### config.mk
export PLATFORM = sky130hd
export DESIGN_NAME = onehot_strobe_decoder_flat
export DESIGN_NICKNAME = d
export VERILOG_FILES = /design/src/rtl/onehot_strobe_decoder_if.sv /design/src/rtl/onehot_strobe_decoder.sv /design/src/flat_wrapper.sv
export SDC_FILE = /design/constraint.sdc
export NUM_CORES = 1
export LEC_CHECK = 0
export ABC_CLOCK_PERIOD_IN_PS = 3200
export CAP_MARGIN = 20
export CORE_MARGIN = 2
export CORE_UTILIZATION = 55
export DETAILED_ROUTE_END_ITERATION = 7
export PLACE_DENSITY = 0.78
export SYNTH_ARGS = -nofsm -noshare
export SYNTH_HDL_FRONTEND = slang
export SYNTH_SLANG_ARGS = --single-unit
### constraint.sdc
create_clock -name clk -period 3.2 [get_ports clk]
set_input_delay 0.32 -clock clk [delete_from_list [all_inputs] [get_ports clk]]
set_output_delay 0.32 -clock clk [all_outputs]
set_load 0.05 [all_outputs]
### src/rtl/onehot_strobe_decoder_if.sv
// Handshake and strobe bundle for onehot_strobe_decoder.
// master = channel-index source / strobe consumer, slave = the decoder.
interface onehot_strobe_decoder_if;
  logic       in_valid;
  logic [2:0] in_code;
  logic       in_ready;
  logic [7:0] out_onehot;
  logic       out_valid;
  logic       out_done;
  logic       busy;

  modport master (
    output in_valid,
    output in_code,
    input  in_ready,
    input  out_onehot,
    input  out_valid,
    input  out_done,
    input  busy
  );

  modport slave (
    input  in_valid,
    input  in_code,
    output in_ready,
    output out_onehot,
    output out_valid,
    output out_done,
    output busy
  );
endinterface

### src/rtl/onehot_strobe_decoder.sv
// 3-to-8 binary-to-one-hot decoder: holds each strobe PULSE_CYCLES, then GAP_CYCLES of zeros.
// Optional one-entry pending buffer enabled by defining ONEHOT_DEC_PEND_EN.
module onehot_strobe_decoder #(
  parameter int unsigned PULSE_CYCLES = 4,
  parameter int unsigned GAP_CYCLES   = 1
) (
  input  logic                     clk,
  input  logic                     rst,
  onehot_strobe_decoder_if.slave   bus
);

  typedef enum logic [1:0] {
    IDLE  = 2'd0,
    DRIVE = 2'd1,
    GAP   = 2'd2
  } state_t;

  localparam logic [7:0] PULSE_LOAD = 8'(PULSE_CYCLES - 1);
  localparam logic [7:0] GAP_LOAD   = 8'(GAP_CYCLES - 1);

  state_t     state_q, state_d;
  logic [7:0] cnt_q, cnt_d;
  logic [7:0] onehot_q, onehot_d;
  logic       valid_q, valid_d;
  logic       done_q, done_d;

  logic       in_ready;
  logic       xfer;
  logic       start;
  logic [2:0] start_code;

`ifdef ONEHOT_DEC_PEND_EN
  logic       pend_valid_q, pend_valid_d;
  logic [2:0] pend_code_q, pend_code_d;

  assign in_ready = !pend_valid_q;
`else
  assign in_ready = (state_q == IDLE);
`endif

  assign xfer = bus.in_valid && in_ready;

  always_comb begin
    state_d    = state_q;
    cnt_d      = cnt_q;
    onehot_d   = onehot_q;
    start      = 1'b0;
    start_code = bus.in_code;
`ifdef ONEHOT_DEC_PEND_EN
    pend_valid_d = pend_valid_q;
    pend_code_d  = pend_code_q;
`endif

    case (state_q)
      IDLE: begin
        if (xfer) start = 1'b1;
      end

      DRIVE: begin
        if (cnt_q == '0) begin
          state_d  = GAP;
          cnt_d    = GAP_LOAD;
          onehot_d = '0;
        end else begin
          cnt_d = cnt_q - 8'd1;
        end
`ifdef ONEHOT_DEC_PEND_EN
        if (xfer) begin
          pend_valid_d = 1'b1;
          pend_code_d  = bus.in_code;
        end
`endif
      end

      GAP: begin
        if (cnt_q == '0) begin
`ifdef ONEHOT_DEC_PEND_EN
          // A buffered code wins; otherwise a same-cycle transfer bypasses the buffer.
          if (pend_valid_q) begin
            start        = 1'b1;
            start_code   = pend_code_q;
            pend_valid_d = 1'b0;
          end else if (xfer) begin
            start = 1'b1;
          end else begin
            state_d = IDLE;
          end
`else
          state_d = IDLE;
`endif
        end else begin
          cnt_d = cnt_q - 8'd1;
`ifdef ONEHOT_DEC_PEND_EN
          if (xfer) begin
            pend_valid_d = 1'b1;
            pend_code_d  = bus.in_code;
          end
`endif
        end
      end

      default: begin
        state_d  = IDLE;
        cnt_d    = '0;
        onehot_d = '0;
      end
    endcase

    if (start) begin
      state_d  = DRIVE;
      cnt_d    = PULSE_LOAD;
      onehot_d = 8'd1 << start_code;
    end

    valid_d = (onehot_d != '0);
    done_d  = (state_d == DRIVE) && (cnt_d == '0);
  end

  always_ff @(posedge clk or posedge rst) begin
    if (rst) begin
      state_q  <= IDLE;
      cnt_q    <= '0;
      onehot_q <= '0;
      valid_q  <= 1'b0;
      done_q   <= 1'b0;
    end else begin
      state_q  <= state_d;
      cnt_q    <= cnt_d;
      onehot_q <= onehot_d;
      valid_q  <= valid_d;
      done_q   <= done_d;
    end
  end

`ifdef ONEHOT_DEC_PEND_EN
  always_ff @(posedge clk or posedge rst) begin
    if (rst) begin
      pend_valid_q <= 1'b0;
      pend_code_q  <= '0;
    end else begin
      pend_valid_q <= pend_valid_d;
      pend_code_q  <= pend_code_d;
    end
  end
`endif

  assign bus.in_ready   = in_ready;
  assign bus.out_onehot = onehot_q;
  assign bus.out_valid  = valid_q;
  assign bus.out_done   = done_q;
  assign bus.busy       = (state_q != IDLE);

endmodule

### src/flat_wrapper.sv
// flat-port wrapper written by rule: the top's interface ports become plain ports
module onehot_strobe_decoder_flat 
#(
  parameter int unsigned PULSE_CYCLES = 4,
  parameter int unsigned GAP_CYCLES   = 1
)
  (clk, rst, bus_in_valid, bus_in_code, bus_in_ready, bus_out_onehot, bus_out_valid, bus_out_done, bus_busy);
  onehot_strobe_decoder_if bus_i ();
  input  logic clk;
  input  logic rst;
  input wire logic [$bits(bus_i.in_valid)-1:0] bus_in_valid;
  input wire logic [$bits(bus_i.in_code)-1:0] bus_in_code;
  output wire logic [$bits(bus_i.in_ready)-1:0] bus_in_ready;
  output wire logic [$bits(bus_i.out_onehot)-1:0] bus_out_onehot;
  output wire logic [$bits(bus_i.out_valid)-1:0] bus_out_valid;
  output wire logic [$bits(bus_i.out_done)-1:0] bus_out_done;
  output wire logic [$bits(bus_i.busy)-1:0] bus_busy;
  assign bus_i.in_valid = bus_in_valid;
  assign bus_i.in_code = bus_in_code;
  assign bus_in_ready = bus_i.in_ready;
  assign bus_out_onehot = bus_i.out_onehot;
  assign bus_out_valid = bus_i.out_valid;
  assign bus_out_done = bus_i.out_done;
  assign bus_busy = bus_i.busy;
  onehot_strobe_decoder #(.PULSE_CYCLES(PULSE_CYCLES), .GAP_CYCLES(GAP_CYCLES)) u_core (.clk(clk), .rst(rst), .bus(bus_i));
endmodule
Yosys cells after proc, flatten, opt, wreduce, memory -nomap -nowiden
Index checks and enable logic that the tools add are counted.
- bits in registers: 20
- word-level logic and storage cells: 31
- input port bits: 6
- output and inout port bits: 12
- equal/unequal tests: 3
- reductions and logical operators: 8
- add/sub/neg operators: 1
- mux-type cells: 13
- shifts and indexed selects: 1
- operator list (operator ; number):
    8-bit 2-to-1 mux ; 5
    8-bit one-hot mux with 3 select lines ; 1
    8-bit zero test ; 2
    8-bit one-hot mux with 2 select lines ; 1
    8-bit nonzero test ; 1
    1-bit by 3-bit << shifter with 8-bit output, first input constant ; 1
    8-bit by 1-bit subtractor with 8-bit output, second input constant ; 1
    2-bit 2-to-1 mux ; 3
    2-bit one-hot mux with 3 select lines ; 1
    2-bit by 1-bit equality test with 1-bit output, second input constant ; 2
    2-bit equality test, second input constant ; 1
    1-bit logical AND ; 2
    2-bit zero test ; 1
    1-bit 2-to-1 mux ; 2
    2-bit nonzero test ; 1
    2-bit OR reduction ; 1

Depth between registers and ports, before layout
Gate-level depths: netlist of run 1.
- word-level depth: 7
- depth in mapped cells: 10
- gate-level depth less buffers: 9

Worst setup path after synthesis of run 1
Ideal clock, no wire load.
- kind: flip-flop to flip-flop
- from: register u_core.state_q[0]
- to: register u_core.onehot_q[1] (netlist: u_core.bus.out_onehot[1])
- stages on the path, launching flop included: 6
- arrival: 2332 ps
- path buffers: 1
- clock period less this slack: 2402 ps
- slack: 798 ps
- data required time: 3130 ps
- library setup time: 70 ps
- cell sequence: dfrtp_1 > buf_6 > nor2_1 > inv_1 > nor3_1 > a32o_1
- longest elaborated chain between the ends: 5
- elaborated cells between the ends (all ways): 9
- classes of those cells: eq/ne: 2; mux: 4; reduce/logical: 3
- ends and longest elaborated chain (item ; line ; source):
    start: declaration ; onehot_strobe_decoder.sv:21 ; state_t state_q, state_d;
    start signal: assignment ; onehot_strobe_decoder.sv:127 ; state_q <= state_d;
    2-bit zero test (*) ; onehot_strobe_decoder.sv:38 ; assign in_ready = (state_q == IDLE);
    via bus_in_ready ; flat_wrapper.sv:13 ; output wire logic [$bits(bus_i.in_ready)-1:0] bus_in_ready;
    1-bit logical AND ; onehot_strobe_decoder.sv:41 ; assign xfer = bus.in_valid && in_ready;
    1-bit 2-to-1 mux ; onehot_strobe_decoder.sv:56 ; if (xfer) start = 1'b1;
    1-bit 2-to-1 mux ; onehot_strobe_decoder.sv:54 ; case (state_q)
    8-bit 2-to-1 mux (*) ; onehot_strobe_decoder.sv:109 ; if (start) begin
    via u_core.onehot_d[1] ; onehot_strobe_decoder.sv:23 ; logic [7:0] onehot_q, onehot_d;
    end signal: assignment ; onehot_strobe_decoder.sv:129 ; onehot_q <= onehot_d;
    end: declaration ; onehot_strobe_decoder.sv:23 ;
Mark *: on every way through the listed nets, which the timed path passes. The rest lies on a longest branch.

Worst setup path in the final report of run 1
- from: register u_core.state_q[0]
- to: output port bus_in_ready
- longest elaborated chain between the ends: 1
- ends and longest elaborated chain (item ; line):
    2-bit zero test ; onehot_strobe_decoder.sv:38
    end: declaration ; flat_wrapper.sv:13
Every way passes these cells.

==> results.md, run 1 <==
- Routed Antenna Nets: 0
- Post-synthesis cell area: 1141 sq um
- CP bufs+invs: 1
- CP max stage delay: 870 ps
- Largest family of logic cells by synthesized area: simple AND/OR/NAND/NOR gates
- Die width: 49.55 microns
- Largest fanout on the critical path: 12
- Sink Count: 20
- DIE AREA: 2455 sq um
- Clock slew seen by the registers of the worst setup and hold paths: 110 ps
- Area Growth Syn to Fin: 17.21%
- Most frequent cells in the layout: nand2_1, dfrtp_1, clkdlybuf4s50_1
- Final hold vios: 0
- Initial antenna violation count: 0
- GPL Wtd Cong: 0.9241
- Ys Warns: 0
- Tcrit/Tclk final: 0.7350
- Simple-Gate Fraction of Synth Area: 0.2544
- CP endpoint kind: output port
- Area contributors post-synth: dfrtp_1, nand2_1, o21ai_0
- Initial Util: 0.5816
- Fin. max-slew vios: 0
- Syn Area/Cell: 9.353 sq um
- Routed wire length: 2.469 mm
- Largest net degree at the start of global routing: 21
- Hold Buf Count CTS: 0
- Drt wl/cell: 14.96 microns
- H-Tree Level Count: 1
- Synth Area in Compound Gates: 0.2039
- Global-route wire length before repair: 4.374 mm
- CP cell instances: nor2_1 -> clkdlybuf4s50_1
- Total Routing Usage GR: 0.2321
- Status: complete, no violations
- GR Overflow Total: 0
- Placed cell area: 1315 sq um
- CTS tree: yes
- RSZ-0062 raised after global routing: false
- Max_cap viols: 0
- Maximum clock frequency: 425.2 MHz
- Cell taking the most area after synthesis: dfrtp_1
- Clk_skew: 7.405 ps
- Final Critical Period: 2352 ps
- Buffers on Ports: 17
- Post-route cell area: 1338 sq um
- Vias in the first global route: 941
- Worst EP arrival: 2030 ps
- Worst slew pin tran: 740.8 ps
- DP Worst Slack: 973.9 ps
- Clk Latency, worst-skew pair: 300 ps
- Initial DRC count: 42
- HP Class: in -> async
- Clock Path Buffers: 2
- XOR/XNOR share of the synthesized area: 0.01535
- Root buffer cell: clkbuf_4
- Core ar.: 1962 sq um
- Diodes inserted: 0
- Residual DRC: 0
- Synth top area share: 0.4386
- HPWL after detailed placement: 1.851 mm
- FF+latch count, synth: 20
- CTS Buf Count: 3
- Chip height: 49.55 microns
- Layout cells sized above 1: 0.09420
- Syn nets: 131
- Setup CP Type: reg -> out
- Slowest CP cell: clkdlybuf4s50_1
- Post-CTS Resized: 0
- Via/cell ratio: 6.109
- # IOs: 18
- Critical Path RT: 2880 ps
- Synth unique cells: 42
- TNS Setup: 0 ps
- Adder-cell share of the synthesized area: 0.03289
- Share of the yosys chip area belonging to registers: 0.4386
- Nets: 149
- Setup Buffers After CTS: 0
- Mux cell area share after synthesis: 0.008772
- Cell row count: 16
- Post-synthesis instance total: 122
- CP startpoint kind: register
- Worst slew margin: 0.5056
- Setup violators final: 0
- Top Family by Delay on Critical Path: buffers and inverters
- Pre-antenna DRT Iters: 4
- Vias: 1008
- Setup ws final: 847.9 ps
## worst register-to-register path: stages (launching register included)
cell	delay (ps)
dfrtp_1	460
inv_1	140
ha_1	190
or4b_4	510
nor2_4	150
inv_2	80
ha_1	200
nor2_1	100
and4_2	220
o2111a_1	180
## per-layer routing
layer	part of all wire	GRT usage
met5	0	0
met4	0.021	0.1204
met3	0.052	0.03636
met2	0.43	0.3400
met1	0.50	0.3301
## stage by stage
stage / hold WS, ps / instances / utilization
2_1_floorplan: 283.8 / 122 / -
3_3_place_gp: 496.0 / 162 / 0.6703
3_5_place_dp: 503.4 / 162 / 0.6703
4_1_cts: 449.2 / 165 / 0.6818
5_1_grt: 527.9 / 165 / 0.6818
6_report: 430.1 / 165 / 0.6818
## state kept, by name, indices dropped and copies added (netlist names)
signal,flops
u_core.bus.out_onehot,8
u_core.bus.out_valid,1
u_core.cnt_q,8
u_core.bus.out_done,1
u_core.state_q,2
## area by class of cell
type / instances / area, sq um
Clock buffer: 3 / 22.52
Fill cell: 164 / 624.3
Inverter: 6 / 22.52
Multi-Input combinational cell: 92 / 588.1
Sequential cell: 20 / 500.5
Tap cell: 27 / 33.78
Timing Repair Buffer: 17 / 170.2
## Yosys cell counts, drive strengths merged
cell type   n
a22oi       1
nand2      20
a211oi      1
ha          3
inv         6
nor3        5
clkbuf      2
and2b       1
or3         2
dfrtp      20
o21ai      12
a22o        4
buf         2
or4b        1
and3        1
nand4       2
a31oi       1
a21o        1
nand3       1
and4        1
a21oi       2
o31ai       1
and3b       1
mux2i       1
o211ai      1
nor2       12
nor4        3
o22ai       1
a32o        5
a221oi      1
and2        2
xor2        2
nand4b      1
o2111a      1
nor2b       1
## cell families after synthesis
family	count (synthesis)
AND/OR/NAND/NOR	54
AO/OA/AOI/OAI	32
XOR/XNOR	2
flip-flops	20
multiplexers	1
adder cells (fa/ha/maj)	3
buffers and inverters	10
## worst paths after layout
kind | from | to | slack, ps | cells after the start
worst max register to register | u_core.cnt_q[0]$_DFF_PP0_ | u_core.bus.out_done$_DFF_PP0_ | 920 | 9
worst max-delay path | u_core.state_q[0]$_DFF_PP0_ | bus_in_ready | 850 | 2
worst min register to register | u_core.bus.out_onehot[3]$_DFF_PP0_ | u_core.bus.out_onehot[3]$_DFF_PP0_ | 530 | 1
max in group asynchronous | rst | u_core.state_q[1]$_DFF_PP0_ | 2300 | 2
worst min-delay path | rst | u_core.bus.out_onehot[0]$_DFF_PP0_ | 430 | 2
min in group clk | u_core.bus.out_onehot[3]$_DFF_PP0_ | u_core.bus.out_onehot[3]$_DFF_PP0_ | 530 | 1
Power of run 1 is not shown: default switching activity piles up to over one toggle a cycle in this logic, so the estimate is an artifact.
==> inputs of run 2 (changes only) <==
- ABC_CLOCK_PERIOD_IN_PS: 3200 -> 1900
- CORE_UTILIZATION: 55 -> 47
- PLACE_DENSITY: 0.78 -> 0.71
- clock period: 3.2 -> 1.9 ns (I/O delays scaled with it)
==> run 2 against run 1 <==
Net effect: the run now ends with setup timing left; critical path depth is 7 higher; count of clock-buffer cells in the layout did not move; cell area rose by 16%; non-clock buffer count is 16 higher; register-to-register slack got worse by 980 ps; global-route usage fell by 0.83 points; sequential share of layout area fell by 5.1 points; core utilization is 0.47 points higher.
==> results.md, run 2 (synthesized netlist as in run 1, its figures left out) <==
- Worst slew margin: 0.5301 (+0.02457)
- CP endpoint kind: register
- Gr busiest metal: met2
- Total Routing Usage GR: 0.2238 (-0.008253)
- Failing checks: setup timing
- Final hold slack: 187.8 ps (-242.3 ps)
- Die width: 53.28 microns (+7.5%)
- Nets: 165 (+11%)
- RSZ-0062 raised after global routing: true
- Chip height: 53.28 microns (+7.5%)
- Internal reg-to-reg setup slack: -60 ps (-980 ps)
- Worst slew pin tran: 704.8 ps (-36.04 ps)
- Fillers: 187 (+14%)
- Final Critical Period: 1962 ps
- Setup CP Type: reg -> reg
- Drt wl/cell: 14.78 microns (-1.3%)
- GPL Wtd Cong: 0.8820 (-4.6%)
- Routed wire length: 2.704 mm (+9.5%)
- CP startpoint kind: register
- Cell row count: 17 (+1)
- HP Class: in -> async
- Core ar.: 2255 sq um (+15%)
- Setup ws final: -61.75 ps (-909.7 ps)
- Commonest non-fill, non-tap cell in the layout: dfrtp_1
- Pre-antenna DRT Iters: 4 (unchanged)
- CTS Buf Count: 3 (unchanged)
- Sink Count: 20 (unchanged)
- Initial Util: 0.5061 (-0.07553)
- Clk Latency, worst-skew pair: 310 ps (about the same)
- Fin. max-slew vios: 0 (unchanged)
- Worst EP arrival: 2220 ps (+190 ps)
- M3 GR Usage: 0.02542 (-0.01094)
- Post-Route Utilization: 0.6865 (+0.004699)
- RR Startpoint: u_core.cnt_q[1]$_DFF_PP0_
- Max_cap viols: 0 (unchanged)
- Clk_skew: 1.058 ps (-6.346 ps)
- Layout cells sized above 1: 0.2710 (+0.1768)
- Initial antenna violation count: 0 (unchanged)
- # IOs: 18 (unchanged)
- TNS Setup: -102.4 ps (-102.4 ps)
- DIE AREA: 2838 sq um (+16%)
- Clock Path Buffers: 2 (unchanged)
- R2r worst-path depth: 9 (unchanged)
- Initial DRC count: 26 (-38%)
- Diodes inserted: 0 (unchanged)
- Largest net degree at the start of global routing: 21 (unchanged)
- Global-route wire length before repair: 4.567 mm (+4.4%)
- GRT met1 Usage: 0.3298 (about the same)
- Largest fanout on the critical path: 3 (-9)
- Residual DRC: 0 (unchanged)
- Status: finished with violations
- Area Growth Syn to Fin: 35.64%
- Most frequent cells in the layout: dfrtp_1, nand2_1, buf_4
- HPWL after detailed placement: 2.064 mm (+11%)
- H-Tree Level Count: 1 (unchanged)
- Vias in the first global route: 957 (+1.7%)
- GR Overflow Total: 0 (unchanged)
- Via/cell ratio: 5.678 (-7.1%)
- CTS tree: yes
- Maximum clock frequency: 509.8 MHz
- Final hold vios: 0 (unchanged)
- Routed Antenna Nets: 0 (unchanged)
- Vias: 1039 (+3.1%)
- Critical Path RT: 2160 ps (-720 ps)
- DP Worst Slack: -53.41 ps (-1027 ps)
- Clock slew seen by the registers of the worst setup and hold paths: 120 ps (about the same)
- R2r endpoint: u_core.bus.out_done$_DFF_PP0_
- Tcrit/Tclk final: 1.032
- Setup violators final: 5 (+5)
- Root buffer cell: clkbuf_4
- Buffers on Ports: 17 (unchanged)
- Global Route met2 Usage: 0.3333 (-0.006667)
run 2: cell count changes in the layout (fill, tap and decap cells not counted), moves of 2 or more:
cell / change
inv_1: -2
clkdlybuf4s50_1: -2
ha_4: +2
nor2_1: -2
buf_4: +18
ha_1: -2
run 2: metal layers:
layer	up-vias	wire (microns)
met3	4	84
met2	17	1286
li1	515	-
met1	503	1301
met4	0	31
met5	-	0
run 2: final cells by class:
class / count / area (sq um) / area share
clock buffer: 3 / 22.52 / 0.01455
clock inverter: 1 / 30.03 / 0.01940
inverter: 6 / 25.02 / 0.01617
multi-input combinational: 92 / 649.4 / 0.4196
sequential: 20 / 500.5 / 0.3234
tap: 28 / 35.03 / 0.02264
timing repair buffer: 33 / 285.3 / 0.1843
run 2: how the worst max path moves through the flow:
stage,startpoint,to,slack (ps)
after CTS,u_core.cnt_q[1]$_DFF_PP0_,u_core.bus.out_done$_DFF_PP0_,-50
after global placement,u_core.cnt_q[1]$_DFF_PP0_,u_core.bus.out_done$_DFF_PP0_,-9
after global routing,u_core.cnt_q[1]$_DFF_PP0_,u_core.bus.out_done$_DFF_PP0_,-110
after floorplan,u_core.cnt_q[1]$_DFF_PP0_,u_core.bus.out_done$_DFF_PP0_,-100
after detailed placement,u_core.cnt_q[1]$_DFF_PP0_,u_core.bus.out_done$_DFF_PP0_,-50
final,u_core.cnt_q[1]$_DFF_PP0_,u_core.bus.out_done$_DFF_PP0_,-60
run 2: timing repair:
item,4_1_cts,5_1_grt
hold buffers,0,0
pin swaps,2,2
setup endpoints to repair,7,13
gates cloned,0,0
buffers inserted,2,1
gates resized for setup,1,5
endpoints found under the hold margin,0,0
run 2: worst max-delay path, stage by stage (launching register included):
cell      delay [ps]
dfrtp_1          430
inv_4             70
ha_4             120
or4b_4           490
nor2_4           150
inv_2             70
ha_4             160
nor2_2            70
and4_4           190
o2111a_1         160
run 2: through the flow:
stage / instances / area [sq um]
5_1_grt: 183 / 1548
6_report: 183 / 1548
3_3_place_gp: 176 / 1445
2_1_floorplan: 122 / 1187
4_1_cts: 182 / 1515
3_5_place_dp: 176 / 1445
Power of run 2 is left out for the same reason.
==> inputs of run 3 (changes only) <==
- CORE_UTILIZATION: 47 -> 49
- CTS_BUF_LIST: unset -> sky130_fd_sc_hd__clkbuf_4
- PLACE_DENSITY: 0.71 -> 0.74
==> run 3 against run 2 <==
Net effect: the flow still finishes with violations (setup timing); global-route usage increased by 1.4 points; flip-flop and latch count did not move; maximum frequency increased by 0.97%; critical endpoint unchanged; largest cell class unchanged.
==> results.md, run 3 (synthesized netlist as in run 1, its figures left out) <==
- Commonest non-fill, non-tap cell in the layout: dfrtp_1
- Most frequent cells in the layout: dfrtp_1, nand2_1, buf_4
- Buffers on Ports: 17 (unchanged)
- CTS Buf Count: 3 (unchanged)
- Routed wire length: 2.832 mm (+4.7%)
- CP startpoint kind: register
- GR Overflow Total: 0 (unchanged)
- Drt wl/cell: 15.48 microns (+4.7%)
- Tcrit/Tclk final: 1.023 (-0.009949)
- RSZ-0062 raised after global routing: true
- Global-route wire length before repair: 4.719 mm (+3.3%)
- Failing checks: setup timing
- TNS Setup: -48.96 ps (+53.47 ps)
- Critical Path RT: 2150 ps (about the same)
- Layout cells sized above 1: 0.2710 (unchanged)
- Clk_skew: 4.983 ps (+3.925 ps)
- Final hold vios: 0 (unchanged)
- Setup ws final: -42.84 ps (+18.90 ps)
- # IOs: 18 (unchanged)
- Largest fanout on the critical path: 3 (unchanged)
- Nets: 165 (unchanged)
- GPL Wtd Cong: 0.9130 (+3.5%)
- Worst slew margin: 0.6178 (+0.08762)
- Total Routing Usage GR: 0.2375 (+0.01374)
- Clk Latency, worst-skew pair: 300 ps (about the same)
- CTS tree: yes
- Residual DRC: 0 (unchanged)
- Clock Path Buffers: 2 (unchanged)
- Fillers: 179 (-4.3%)
- Status: finished with violations
- Fin. max-slew vios: 0 (unchanged)
- Initial Util: 0.5158 (+0.009733)
- Via/cell ratio: 5.749 (+1.3%)
- Max_cap viols: 0 (unchanged)
- Sink Count: 20 (unchanged)
- Largest net degree at the start of global routing: 21 (unchanged)
- Clock slew seen by the registers of the worst setup and hold paths: 110 ps (about the same)
- H-Tree Level Count: 1 (unchanged)
- Chip height: 52.26 microns (-1.9%)
- Vias in the first global route: 1045 (+9.2%)
- Root buffer cell: clkbuf_4
- Initial antenna violation count: 0 (unchanged)
- DIE AREA: 2731 sq um (-3.8%)
- Worst EP arrival: 2190 ps (-30 ps)
- CP endpoint kind: register
- Setup violators final: 3 (-2)
- Diodes inserted: 0 (unchanged)
- Cell row count: 17 (unchanged)
- HPWL after detailed placement: 2.141 mm (+3.7%)
- Core ar.: 2212 sq um (-1.9%)
- HP Class: in -> async
- Final Critical Period: 1943 ps (-18.90 ps)
- Vias: 1052 (+1.3%)
- Setup CP Type: reg -> reg
- Initial DRC count: 31 (+19%)
- Area Growth Syn to Fin: 36.07%
- Hold Buf Count CTS: 0 (unchanged)
- Routed Antenna Nets: 0 (unchanged)
- Final hold slack: 201.6 ps (+13.79 ps)
- Pre-antenna DRT Iters: 4 (unchanged)
- Maximum clock frequency: 514.7 MHz (+0.97%)
- Worst slew pin tran: 569.0 ps (-135.8 ps)
- Die width: 52.26 microns (-1.9%)
run 3: what timing repair did:
action | CTS | global route
endpoints found under the setup margin | 9 | 13
buffers inserted | 2 | 2
pin swaps | 1 | 2
gates resized for setup | 1 | 7
run 3: stage by stage:
step / util / worst slack, ps / cells / area (sq um)
after floorplan: - / -97.56 / 122 / 1187
after global placement: 0.6499 / 2.101 / 175 / 1438
after detailed placement: 0.6499 / -72.32 / 175 / 1438
after CTS: 0.6816 / -48.77 / 181 / 1508
after global routing: 0.7019 / -117.0 / 183 / 1553
final: 0.7019 / -42.84 / 183 / 1553
run 3: cell type report:
class                      instances  area (sq um)  share of cell area
clock buffer                       3         22.52             0.01450
clock inverter                     1         30.03             0.01934
inverter                           6         25.02             0.01612
multi-input combinational         92         650.6              0.4190
sequential                        20         500.5              0.3223
tap                               28         35.03             0.02256
timing repair buffer              33         289.0              0.1861
run 3: worst paths after layout:
path | startpoint | end | slack, ps | depth (start not counted)
max | u_core.cnt_q[1]$_DFF_PP0_ | u_core.bus.out_done$_DFF_PP0_ | -40 | 9
min | rst | u_core.cnt_q[4]$_DFF_PP0_ | 200 | 3
max reg2reg | u_core.cnt_q[1]$_DFF_PP0_ | u_core.bus.out_done$_DFF_PP0_ | -40 | 9
min reg2reg | u_core.bus.out_onehot[6]$_DFF_PP0_ | u_core.bus.out_onehot[6]$_DFF_PP0_ | 540 | 1
max in group asynchronous | rst | u_core.bus.out_onehot[7]$_DFF_PP0_ | 1480 | 3
min in group clk | u_core.bus.out_onehot[6]$_DFF_PP0_ | u_core.bus.out_onehot[6]$_DFF_PP0_ | 540 | 1
run 3: layer usage:
metal / global-route usage / vias to the layer above / wire length [microns] / part of all wire
met2: 0.3903 / 34 / 1428 / 0.50
met4: 0.08120 / 0 / 36 / 0.013
li1: - / 517 / - / -
met1: 0.3022 / 497 / 1241 / 0.44
met5: 0 / - / 0 / 0
met3: 0.06286 / 4 / 125 / 0.044
run 3: worst max-delay path, stage by stage, from the launching register on:
cell and delay (ps):
dfrtp_1 420, inv_4 70, ha_4 120, or4b_4 500
nor2_4 110, inv_2 60, ha_4 160, nor2_2 70
and4_4 190, o2111a_1 170
Power of run 3 is left out for the same reason.
